## config.mk

```make
export PLATFORM = sky130hd
export DESIGN_NAME = spi_byte_master
export DESIGN_NICKNAME = d
export VERILOG_FILES = /design/src/rtl/spi_pkg.sv /design/src/rtl/spi_half_period_timer.sv /design/src/rtl/spi_byte_master.sv
export SDC_FILE = /design/constraint.sdc
export NUM_CORES = 1
export LEC_CHECK = 0
export CORE_MARGIN = 2
export CORE_UTILIZATION = 52
export CTS_CLUSTER_DIAMETER = 40
export DETAILED_ROUTE_END_ITERATION = 8
export GPL_TIMING_DRIVEN = 0
export PLACE_DENSITY = 0.89
export SYNTH_ARGS = -nofsm -noshare
export SYNTH_HDL_FRONTEND = slang
export SYNTH_SLANG_ARGS = --single-unit
```

## constraint.sdc

```tcl
create_clock -name clk -period 2 [get_ports clk]
set_input_delay 0.4 -clock clk [delete_from_list [all_inputs] [get_ports clk]]
set_output_delay 0.4 -clock clk [all_outputs]
set_load 0.01 [all_outputs]
```

## src/rtl/spi_pkg.sv

```systemverilog
// rtl/spi_pkg.sv - shared types and constants for the SPI byte master
package spi_pkg;

   typedef enum logic [2:0] {
      ST_IDLE,
      ST_SETUP,
      ST_SCK_HI,
      ST_SCK_LO,
      ST_FINISH
   } spi_state_e;

   localparam int SPI_BITS = 8;

   // Pin levels presented while idle or held in reset
   localparam logic CS_IDLE  = 1'b1;
   localparam logic SCK_IDLE = 1'b0;
   localparam logic SDI_IDLE = 1'b0;
   localparam logic [SPI_BITS-1:0] RX_RESET = '0;

endpackage

```

## src/rtl/spi_half_period_timer.sv

```systemverilog
// rtl/spi_half_period_timer.sv - SCK half-period timer; tick on the CLK_DIV-th cycle after clear
module spi_half_period_timer #(
   parameter int CLK_DIV = 50
) (
   input  logic clk,
   input  logic reset_n,
   input  logic clear,
   output logic tick
);

   localparam int CW = (CLK_DIV > 1) ? $clog2(CLK_DIV) : 1;
   localparam logic [CW-1:0] LAST = CW'(CLK_DIV - 1);

   logic [CW-1:0] cnt_q;
   logic [CW-1:0] cnt_d;

   always_comb begin
      cnt_d = clear ? '0 : cnt_q + CW'(1);
   end

   always_ff @(posedge clk or negedge reset_n) begin
      if (!reset_n) begin
         cnt_q <= '0;
      end else begin
         cnt_q <= cnt_d;
      end
   end

   assign tick = (cnt_q == LAST);

endmodule

```

## src/rtl/spi_byte_master.sv

```systemverilog
// rtl/spi_byte_master.sv - mode 0, MSB-first SPI master moving one byte per start
module spi_byte_master
   import spi_pkg::*;
#(
   parameter int CLK_DIV = 50
) (
   input  logic       clk,
   input  logic       reset_n,
   input  logic [7:0] tx_data,
   input  logic       start,
   input  logic       cs_hold,
   input  logic       release_cs,
   output logic       busy,
   output logic       done,
   output logic [7:0] rx_data,
   output logic       spi_cs,
   output logic       spi_clk,
   output logic       spi_sdi,
   input  logic       spi_sdo
);

   spi_state_e          state_q, state_d;
   logic [SPI_BITS-1:0] shift_q, shift_d;
   logic [2:0]          bit_cnt_q, bit_cnt_d;
   logic                hold_q, hold_d;
   logic                busy_q, busy_d;
   logic                done_q, done_d;
   logic [SPI_BITS-1:0] rx_q, rx_d;
   logic                cs_q, cs_d;
   logic                sck_q, sck_d;
   logic                sdi_q, sdi_d;
   logic                tick;
   logic                timer_clear;

   // Every tick outside IDLE causes a state change, so clearing on tick reloads the divider
   assign timer_clear = (state_q == ST_IDLE) || tick;

   spi_half_period_timer #(
      .CLK_DIV (CLK_DIV)
   ) u_timer (
      .clk     (clk),
      .reset_n (reset_n),
      .clear   (timer_clear),
      .tick    (tick)
   );

   always_comb begin
      state_d   = state_q;
      shift_d   = shift_q;
      bit_cnt_d = bit_cnt_q;
      hold_d    = hold_q;
      busy_d    = busy_q;
      done_d    = 1'b0;
      rx_d      = rx_q;
      cs_d      = cs_q;
      sck_d     = sck_q;
      sdi_d     = sdi_q;

      case (state_q)
         ST_IDLE: begin
            if (start) begin
               shift_d   = tx_data;
               hold_d    = cs_hold;
               bit_cnt_d = '0;
               busy_d    = 1'b1;
               cs_d      = 1'b0;
               sdi_d     = tx_data[7];
               state_d   = ST_SETUP;
            end else if (release_cs) begin
               cs_d = CS_IDLE;
            end
         end
         ST_SETUP, ST_SCK_LO: begin
            if (tick) begin
               sck_d   = 1'b1;
               state_d = ST_SCK_HI;
            end
         end
         ST_SCK_HI: begin
            if (tick) begin
               shift_d = {shift_q[SPI_BITS-2:0], spi_sdo};
               sck_d   = 1'b0;
               if (bit_cnt_q == 3'(SPI_BITS - 1)) begin
                  state_d = ST_FINISH;
               end else begin
                  // shift_q[6] becomes the MSB once this edge's shift lands
                  sdi_d     = shift_q[SPI_BITS-2];
                  bit_cnt_d = bit_cnt_q + 3'd1;
                  state_d   = ST_SCK_LO;
               end
            end
         end
         ST_FINISH: begin
            if (tick) begin
               done_d  = 1'b1;
               rx_d    = shift_q;
               busy_d  = 1'b0;
               cs_d    = hold_q ? 1'b0 : CS_IDLE;
               state_d = ST_IDLE;
            end
         end
         default: begin
            state_d = ST_IDLE;
         end
      endcase
   end

   always_ff @(posedge clk or negedge reset_n) begin
      if (!reset_n) begin
         state_q   <= ST_IDLE;
         shift_q   <= '0;
         bit_cnt_q <= '0;
         hold_q    <= 1'b0;
         busy_q    <= 1'b0;
         done_q    <= 1'b0;
         rx_q      <= RX_RESET;
         cs_q      <= CS_IDLE;
         sck_q     <= SCK_IDLE;
         sdi_q     <= SDI_IDLE;
      end else begin
         state_q   <= state_d;
         shift_q   <= shift_d;
         bit_cnt_q <= bit_cnt_d;
         hold_q    <= hold_d;
         busy_q    <= busy_d;
         done_q    <= done_d;
         rx_q      <= rx_d;
         cs_q      <= cs_d;
         sck_q     <= sck_d;
         sdi_q     <= sdi_d;
      end
   end

   assign busy    = busy_q;
   assign done    = done_q;
   assign rx_data = rx_q;
   assign spi_cs  = cs_q;
   assign spi_clk = sck_q;
   assign spi_sdi = sdi_q;

endmodule

```

==> flow_metrics.tcl, run 1 <==
set metrics [dict create \
    synthesis.area_mm2 0.00168 \
    synth-seq-cells 34 \
    r2r_setup_slack_ns 0.18 \
    dp_hpwl_mm 2.38 \
    max_slew_margin_pct 51.4 \
    place.gp.congestion 0.798 \
    clkLatencyLatePin_ns 0.34 \
    power.density_mw_per_mm2 958 \
    synth_edf_count 0 \
    rsz0062_at_grt "no" \
    synthCells 147 \
    cp_top_family "flip-flops" \
    grt_usage_pct 20.0 \
    postCtsSetupRepairBufs 0 \
    total_power_mw 1.97 \
    sw_frac_of_total_pct 33.2 \
    dieWidth_um 60.9 \
    p_int_mw 1.31 \
    grt_pass1_vias 1263 \
    cpPeakStageDelay_ns 0.57 \
    first_pass_iters 4 \
    drv_slew 0 \
    path_cells "clkdlybuf4s50_1" \
    fin_cells 225 \
    pwr-share-seq_pct 49.2 \
    area_delta_synth_final_pct 22.2 \
    grt.overflow.total 0 \
    power.switching_mw 0.654 \
    fin_skew_ns 0.00676 \
    ys_async_sr_fraction_pct 100 \
    vias 1268 \
    worstSetupPathType "reg -> out" \
    fin_nets 198 \
    io_pins 27 \
    ant_nets 0 \
    wl_per_cell_um 14.5 \
    crit_path_end_kind "output port" \
    setup_viol_count_final 0 \
    cp_slowest_cell "dfstp_2" \
    dieArea_mm2 0.00370 \
    clkTransAtPathRegs_ns 0.09 \
    cts.htree.levels 2 \
    hold_viol 0 \
    start_kind "register" \
    diodes 0 \
    place_area_mm2 0.00199 \
    layout-drive-gt1-share_pct 16.0 \
    worstPathArrival_ns 1.44 \
    combPwrFrac_pct 31.2 \
    core_area_mm2 0.00305 \
    hold_path_class "in -> async" \
    grt_pass1_wl_mm 5.36 \
    wl_mm 3.26 \
    fin_tns_setup_ns 0 \
    min_period_ns 1.84 \
    ir_drop_mv 0.527 \
    crit-reg2reg-launch "u_timer.cnt_q[1]" \
    synth_ff_type "dfrtp_1" \
    synthesis.yosys.warnings 0 \
    fmax_mhz 544 \
    cts_tree "yes" \
    fin_crit_sh_pct 91.9 \
    root_buffer "clkbuf_4" \
    syn_area_per_cell_um2 11.4 \
    rr_endpoint "rx_data[1]" \
    portBuffers 26 \
    rows 20 \
    seq_area_frac_synth_pct 50.7 \
    p_leak_nw 0.902 \
    clock-sinks 34 \
    worst-path-stages 1 \
    vias_per_cell 5.64 \
    drc 0 \
    synth_nets 165 \
    synth_cell_types 39 \
    grt_max_degree 35 \
    numCtsBuffers 5 \
    drt_iter0_drc 78 \
    cp_max_fo 4 \
    required_ns 1.60 \
    cts_buffer_depth 2 \
    maxCapViolCount 0 \
    antenna_found_initial 0 \
    outcome "completed" \
    die_h_um 60.9 \
    design_area_mm2 0.00206 \
    worst_pin_slew_ns 0.729 \
    initial_utilization_pct 55.1 \
    dp.cells 217 \
    worstRegToRegCells 7 \
    crit_buf_inv 1 \
    clkPwrFrac_pct 19.7 \
]
-- layout make-up --
cell class / count / area, um2
buffer: 7 / 46.3
clock buffer: 7 / 55.1
clock inverter: 1 / 5.00
fill: 249 / 997
inverter: 3 / 11.3
multi-input combinational: 103 / 776
sequential: 34 / 852
tap: 44 / 55.1
timing repair buffer: 26 / 255
-- metrics by stage --
step / setup WS [ns] / hold slack, ns / utilization (%)
CTS: 0.0706 / 0.133 / 67.2
finish: 0.162 / 0.111 / 67.3
detailed placement: 0.0808 / 0.486 / 65.2
floorplan: 0.381 / 0.104 / -
global route: 0.0492 / 0.166 / 67.3
global placement: -0.110 / 0.473 / 65.4
-- placed cells by master, fill, tap and decap left out, drive strengths merged, types with 5 or more instances in the layout --
master	instances
a21oi	7
o21bai	7
nor3b	10
dfrtp	33
clkdlybuf4s50	25
mux2	10
buf	5
o221a	7
nand2	8
nor2	17
clkbuf	10
-- registers in the layout, summed over array words and instances (netlist names) --
register       count
rx_data            8
shift_q            8
u_timer.cnt_q      6
bit_cnt_q          3
state_q            3
busy               1
done               1
hold_q             1
spi_clk            1
spi_cs             1
spi_sdi            1
-- per-layer routing --
layer,share of wire (%),track usage (%)
met5,0,0
met4,2.9,13.4
met3,4.2,4.90
met2,51,33.3
met1,42,22.7
-- power groups by stage --
stage	combinational (mW)	sequential (mW)	clock, mW
5_1_grt	0.677	0.988	0.421
3_5_place_dp	0.610	0.979	0
2_1_floorplan	0.427	0.959	0
3_3_place_gp	0.581	0.965	0
4_1_cts	0.616	0.965	0.396
6_report	0.614	0.969	0.387
-- Yosys cell counts, drive strengths merged (2+ instances only) --
cell type,number,area [um2]
or3,3,20.0
mux2,10,113
xor2,2,17.5
nand3,4,32.5
inv,3,11.3
nand2,8,30.0
nor3b,10,91.3
a21oi,7,35.0
clkbuf,3,11.3
o21ai,4,20.0
o21bai,7,52.6
ha,4,50.1
mux2i,3,30.0
dfrtp,33,826
a22o,2,17.5
nor2,17,63.8
and2,2,12.5
buf,4,35.0
xnor2,2,17.5
o221a,7,78.8
-- logic make-up after synthesis --
family                   share of synthesized area (%)
AO/OA/AOI/OAI                                     14.5
XOR/XNOR                                          2.08
adder cells (fa/ha/maj)                           2.98
buffers and inverters                             3.42
flip-flops                                        50.7
multiplexers                                      8.48
AND/OR/NAND/NOR                                   17.9
-- repair_timing --
action	in CTS	in global routing
gates resized for setup	0	1
hold buffers	0	0
endpoints found under the setup margin	0	7
-- worst max-delay path by stage --
stage / from / to / slack (ns)
6_report: spi_cs / spi_cs / 0.16
4_1_cts: u_timer.cnt_q[1] / shift_q[2] / 0.07
5_1_grt: u_timer.cnt_q[1] / rx_data[3] / 0.05
2_1_floorplan: u_timer.cnt_q[1] / rx_data[0] / 0.38
3_3_place_gp: reset_n / bit_cnt_q[0] / -0.11
3_5_place_dp: start / bit_cnt_q[0] / 0.08
No activity file was read; power rests on OpenSTA's default activity.
==> run 2: changes to the inputs <==
--- a/config.mk
+++ b/config.mk
@@ -5,6 +5,7 @@
 export SDC_FILE = /design/constraint.sdc
 export NUM_CORES = 1
 export LEC_CHECK = 0
+export CORE_ASPECT_RATIO = 1.5
 export CORE_MARGIN = 2
 export CORE_UTILIZATION = 52
 export CTS_CLUSTER_DIAMETER = 40
==> run 2 against run 1 <==
Clock power is 35% higher. Wire length is 14% higher. Highest routed layer unchanged. Register-to-register slack worse by 0.03 ns. Power is 7.9% higher. Combinational power is 3% higher. Largest cell class unchanged. Die area is 0.25% higher. Sequential share of layout area is 0.67 points lower. Clock skew hardly changed.
==> flow_metrics.tcl, run 2 (same netlist as run 1, synthesis figures left out) <==
set metrics [dict create \
    outcome "completed" \
    dp.cells 213 \
    grt.overflow.total 0 \
    area_delta_synth_final_pct 24.3 \
    grt_pass1_wl_mm 5.93 \
    grt_max_degree 35 \
    portBuffers 26 \
    maxCapViolCount 0 \
    ant_nets 0 \
    max_slew_margin_pct 49.4 \
    cp_max_fo 9 \
    drv_slew 0 \
    place.gp.congestion 0.835 \
    fmax_mhz 540 \
    pwr-share-seq_pct 45.6 \
    cts_tree "yes" \
    nFillCells 234 \
    fin_tns_setup_ns 0 \
    wl_per_cell_um 16.7 \
    cts_hold_buf 0 \
    initial_utilization_pct 53.8 \
    ir_drop_mv 0.574 \
    die_h_um 73.6 \
    setup_viol_count_final 0 \
    start_kind "register" \
    rows 25 \
    grt_pass1_vias 1288 \
    hold_path_class "in -> async" \
    sw_frac_of_total_pct 32.7 \
    fin_nets 199 \
    fin_cells 222 \
    clkLatencyLatePin_ns 0.29 \
    wl_mm 3.72 \
    p_int_mw 1.43 \
    clkTransAtPathRegs_ns 0.07 \
    core_area_mm2 0.00313 \
    place_area_mm2 0.00199 \
    clkPwrFrac_pct 24.7 \
    crit_path_end_kind "register" \
    fin_skew_ns 0.00711 \
    antenna_found_initial 0 \
    worst_pin_slew_ns 0.759 \
    power.density_mw_per_mm2 1020 \
    numCtsBuffers 5 \
    p_leak_nw 0.921 \
    hold_viol 0 \
    layout_commonest_cell "dfrtp_1" \
    path_cells "inv_1, ha_1, nor3b_4, and2_1, buf_2, nand3_4, mux2_2" \
    design_area_mm2 0.00209 \
    drt_iter0_drc 72 \
    crit_buf_inv 2 \
    cts_buffer_depth 2 \
    root_buffer "clkbuf_8" \
    layout-drive-gt1-share_pct 16.5 \
    preCtsSetupSlack_ns -0.0385 \
    drc 0 \
    worst-path-stages 7 \
    setup_ws_ns 0.147 \
    dieArea_mm2 0.00371 \
    io_pins 27 \
    grt_usage_pct 21.8 \
    fin_crit_sh_pct 92.7 \
    first_pass_iters 4 \
    dp_hpwl_mm 2.58 \
    final_cell_mix "dfrtp_1 (33), clkdlybuf4s50_1 (25), nor2_1 (17)" \
    combPwrFrac_pct 29.7 \
    worstSetupPathType "reg -> reg" \
    vias 1295 \
    power.switching_mw 0.694 \
    cp_slowest_cell "dfrtp_1" \
    diodes 0 \
    cts.htree.levels 2 \
    cp_top_family "simple AND/OR/NAND/NOR gates" \
    vias_per_cell 5.83 \
    cpPeakStageDelay_ns 0.39 \
    required_ns 2.18 \
    worstPathArrival_ns 2.03 \
    dieWidth_um 50.4 \
    min_period_ns 1.85 \
    worstRegToRegCells 7 \
    hold_ws_ns 0.170 \
    clock-sinks 34 \
]
## run 2: area by class of cell
| class | count | area (um2) | share of cell area (%) |
|---|---|---|---|
| inverters | 3 | 11.3 | 0.539 |
| well taps | 40 | 50.0 | 2.40 |
| multi-input cells | 103 | 776 | 37.1 |
| clock buffers | 7 | 86.3 | 4.13 |
| repair buffers | 27 | 263 | 12.6 |
| clock inverters | 1 | 5.00 | 0.240 |
| flip-flops and latches | 34 | 852 | 40.8 |
| plain buffers | 7 | 46.3 | 2.22 |
## run 2: power by group through the flow
stage / Clock, mW / Combinational [mW] / Sequential [mW]
3_5_place_dp: 0 / 0.620 / 0.980
4_1_cts: 0.534 / 0.625 / 0.967
2_1_floorplan: 0 / 0.427 / 0.959
6_report: 0.524 / 0.631 / 0.969
3_3_place_gp: 0 / 0.586 / 0.966
5_1_grt: 0.557 / 0.700 / 0.993
## run 2: path summary, 6_finish.rpt
path | start | endpoint | slack, ns
worst max-delay path | u_timer.cnt_q[1] | rx_data[5] | 0.15
worst min-delay path | reset_n | rx_data[2] | 0.17
worst max register to register | u_timer.cnt_q[1] | rx_data[5] | 0.15
worst min register to register | spi_clk | spi_clk | 0.49
max in group asynchronous | reset_n | state_q[0] | 1.34
min in group clk | spi_clk | spi_clk | 0.49
## run 2: metal layers
metal / part of all wire (%) / vias up / GRT usage (%)
li1: - / 596 / -
met3: 4.5 / 12 / 5.69
met1: 38 / 647 / 23.5
met5: 0 / - / 0
met2: 55 / 40 / 37.9
met4: 3.1 / 0 / 12.9
## run 2: what timing repair did
item,CTS,global route
setup buffers,0,1
resized for setup,0,1
endpoints found under the setup margin,0,9
## run 2: through the flow
| stage | power [mW] | util, % |
|---|---|---|
| finish | 2.12 | 66.8 |
| detailed placement | 1.60 | 63.5 |
| global route | 2.25 | 66.8 |
| CTS | 2.13 | 66.4 |
| floorplan | 1.39 | - |
| global placement | 1.55 | 63.7 |
==> run 3: changes to the inputs <==
--- a/config.mk
+++ b/config.mk
@@ -7,11 +7,11 @@
 export LEC_CHECK = 0
 export CORE_ASPECT_RATIO = 1.5
 export CORE_MARGIN = 2
-export CORE_UTILIZATION = 52
+export CORE_UTILIZATION = 35
 export CTS_CLUSTER_DIAMETER = 40
 export DETAILED_ROUTE_END_ITERATION = 8
 export GPL_TIMING_DRIVEN = 0
-export PLACE_DENSITY = 0.89
+export PLACE_DENSITY = 0.67
 export SYNTH_ARGS = -nofsm -noshare
 export SYNTH_HDL_FRONTEND = slang
 export SYNTH_SLANG_ARGS = --single-unit
==> run 3 against run 2 <==
Critical path depth is the same. Non-clock buffer count is 1 lower. Clock power is 1% lower. First-iteration DRC count decreased by 14%. Setup slack better by 0.023 ns. Count of clock-buffer cells in the layout decreased by 1. Sequential cell count did not move. Maximum frequency increased by 1.2%. Global-route usage fell by 7.2 points. Wire length is 9.5% lower. Critical path type unchanged.
==> flow_metrics.tcl, run 3 (same netlist as run 1, synthesis figures left out) <==
set metrics [dict create \
    wl_per_cell_um 13.7 \
    power.density_mw_per_mm2 990 \
    preCtsSetupSlack_ns 0.0277 \
    crit_start "u_timer.cnt_q[1]" \
    worstSetupPathType "reg -> reg" \
    cts.htree.levels 2 \
    portBuffers 26 \
    dieArea_mm2 0.00539 \
    crit-reg2reg-launch "u_timer.cnt_q[1]" \
    fmax_mhz 546 \
    min_period_ns 1.83 \
    rr_endpoint "rx_data[1]" \
    max_slew_margin_pct 50.5 \
    cp_max_fo 9 \
    drt_iter0_drc 62 \
    clkTransAtPathRegs_ns 0.07 \
    clock-sinks 34 \
    fin_crit_sh_pct 91.5 \
    rsz0062_at_grt "no" \
    dp_hpwl_mm 2.54 \
    clkLatencyLatePin_ns 0.28 \
    grt_max_degree 35 \
    outcome "completed" \
    fin_skew_ns 0.00596 \
    fin_cells 245 \
    start_kind "register" \
    maxCapViolCount 0 \
    io_pins 27 \
    drc 0 \
    cts_tree "yes" \
    setup_ws_ns 0.169 \
    hold_viol 0 \
    dieWidth_um 60.6 \
    vias_per_cell 5.08 \
    numCtsBuffers 5 \
    initial_utilization_pct 36.7 \
    cts_buffer_depth 2 \
    layout_commonest_cell "dfrtp_1" \
    r2r_setup_slack_ns 0.17 \
    required_ns 2.17 \
    hold_ws_ns 0.175 \
    p_leak_nw 0.914 \
    vias 1245 \
    antenna_found_initial 0 \
    cts_hold_buf 0 \
    final_cell_mix "dfrtp_1 (33), clkdlybuf4s50_1 (25), nor2_1 (17)" \
    rows 30 \
    grt.overflow.total 0 \
    dp.cells 237 \
    fin_nets 198 \
    worstRegToRegCells 7 \
    setup_viol_count_final 0 \
    diodes 0 \
    first_pass_iters 4 \
    post-route-util_pct 46.3 \
    worstPathArrival_ns 2.00 \
    drv_slew 0 \
    grt_pass1_vias 1342 \
    ir_drop_mv 0.313 \
    cts_resized 0 \
    hold_path_class "in -> async" \
    core_area_mm2 0.00458 \
    worst_pin_slew_ns 0.742 \
    area_delta_synth_final_pct 26.0 \
    total_power_mw 2.10 \
    die_h_um 88.9 \
    root_buffer "clkbuf_8" \
    ant_nets 0 \
    grt_pass1_wl_mm 5.90 \
    layout-drive-gt1-share_pct 16.6 \
    place.gp.congestion 0.797 \
    postCtsSetupRepairBufs 0 \
    wl_mm 3.37 \
    nFillCells 440 \
    crit_path_end_kind "register" \
    grt_usage_pct 14.6 \
]
==> run 3: cell count changes in the layout (fill, tap and decap cells not counted) <==
cell and delta:
buf_2 -1, buf_4 -1, clkbuf_1 -1, clkbuf_4 +1, clkinvlp_4 +1
==> run 3: through the flow <==
step	TNS [ns]	instance area (um2)
6_report	0	2120
5_1_grt	0	2120
4_1_cts	0	2110
3_5_place_dp	0	2020
3_3_place_gp	-4.87	2020
2_1_floorplan	0	1680
==> run 3: layer usage <==
| metal | wire, um | track usage (%) | part of all wire [%] | vias up |
|---|---|---|---|---|
| li1 | - | - | - | 599 |
| met1 | 1290 | 15.2 | 38 | 607 |
| met2 | 1850 | 26.4 | 55 | 29 |
| met3 | 135 | 3.76 | 4.0 | 10 |
| met4 | 86 | 6.92 | 2.6 | 0 |
| met5 | 0 | 0 | 0 | - |
==> run 3: worst max-delay path: stages, from the launching register on <==
cell and delay, ns:
dfrtp_1 0.40, inv_1 0.07, ha_1 0.16, nor3b_4 0.27, and2_1 0.17, clkbuf_4 0.17, nand3_4 0.15, mux2_2 0.33
==> run 3: power breakdown <==
part	internal [mW]	leakage, nW	switching [mW]
clock	0.276	0.0472	0.242
combinational	0.319	0.424	0.295
sequential	0.829	0.443	0.136
total	1.42	0.914	0.673
==> run 3: how the worst max path moves through the flow <==
stage	end	slack, ns	depth (start not counted)
CTS	shift_q[3]	0.06	6
floorplan	rx_data[0]	0.38	7
global route	rx_data[0]	0.03	7
global placement	bit_cnt_q[0]	-0.15	1
finish	rx_data[1]	0.17	7
detailed placement	shift_q[5]	0.03	5
==> run 3: layout make-up <==
class,count,area (um2),area share (%)
clock inverters,2,12.5,0.591
clock buffers,6,82.6,3.90
inverters,3,11.3,0.532
flip-flops and latches,34,852,40.2
well taps,64,80.1,3.78
repair buffers,26,255,12.0
plain buffers,7,48.8,2.30
multi-input cells,103,776,36.6
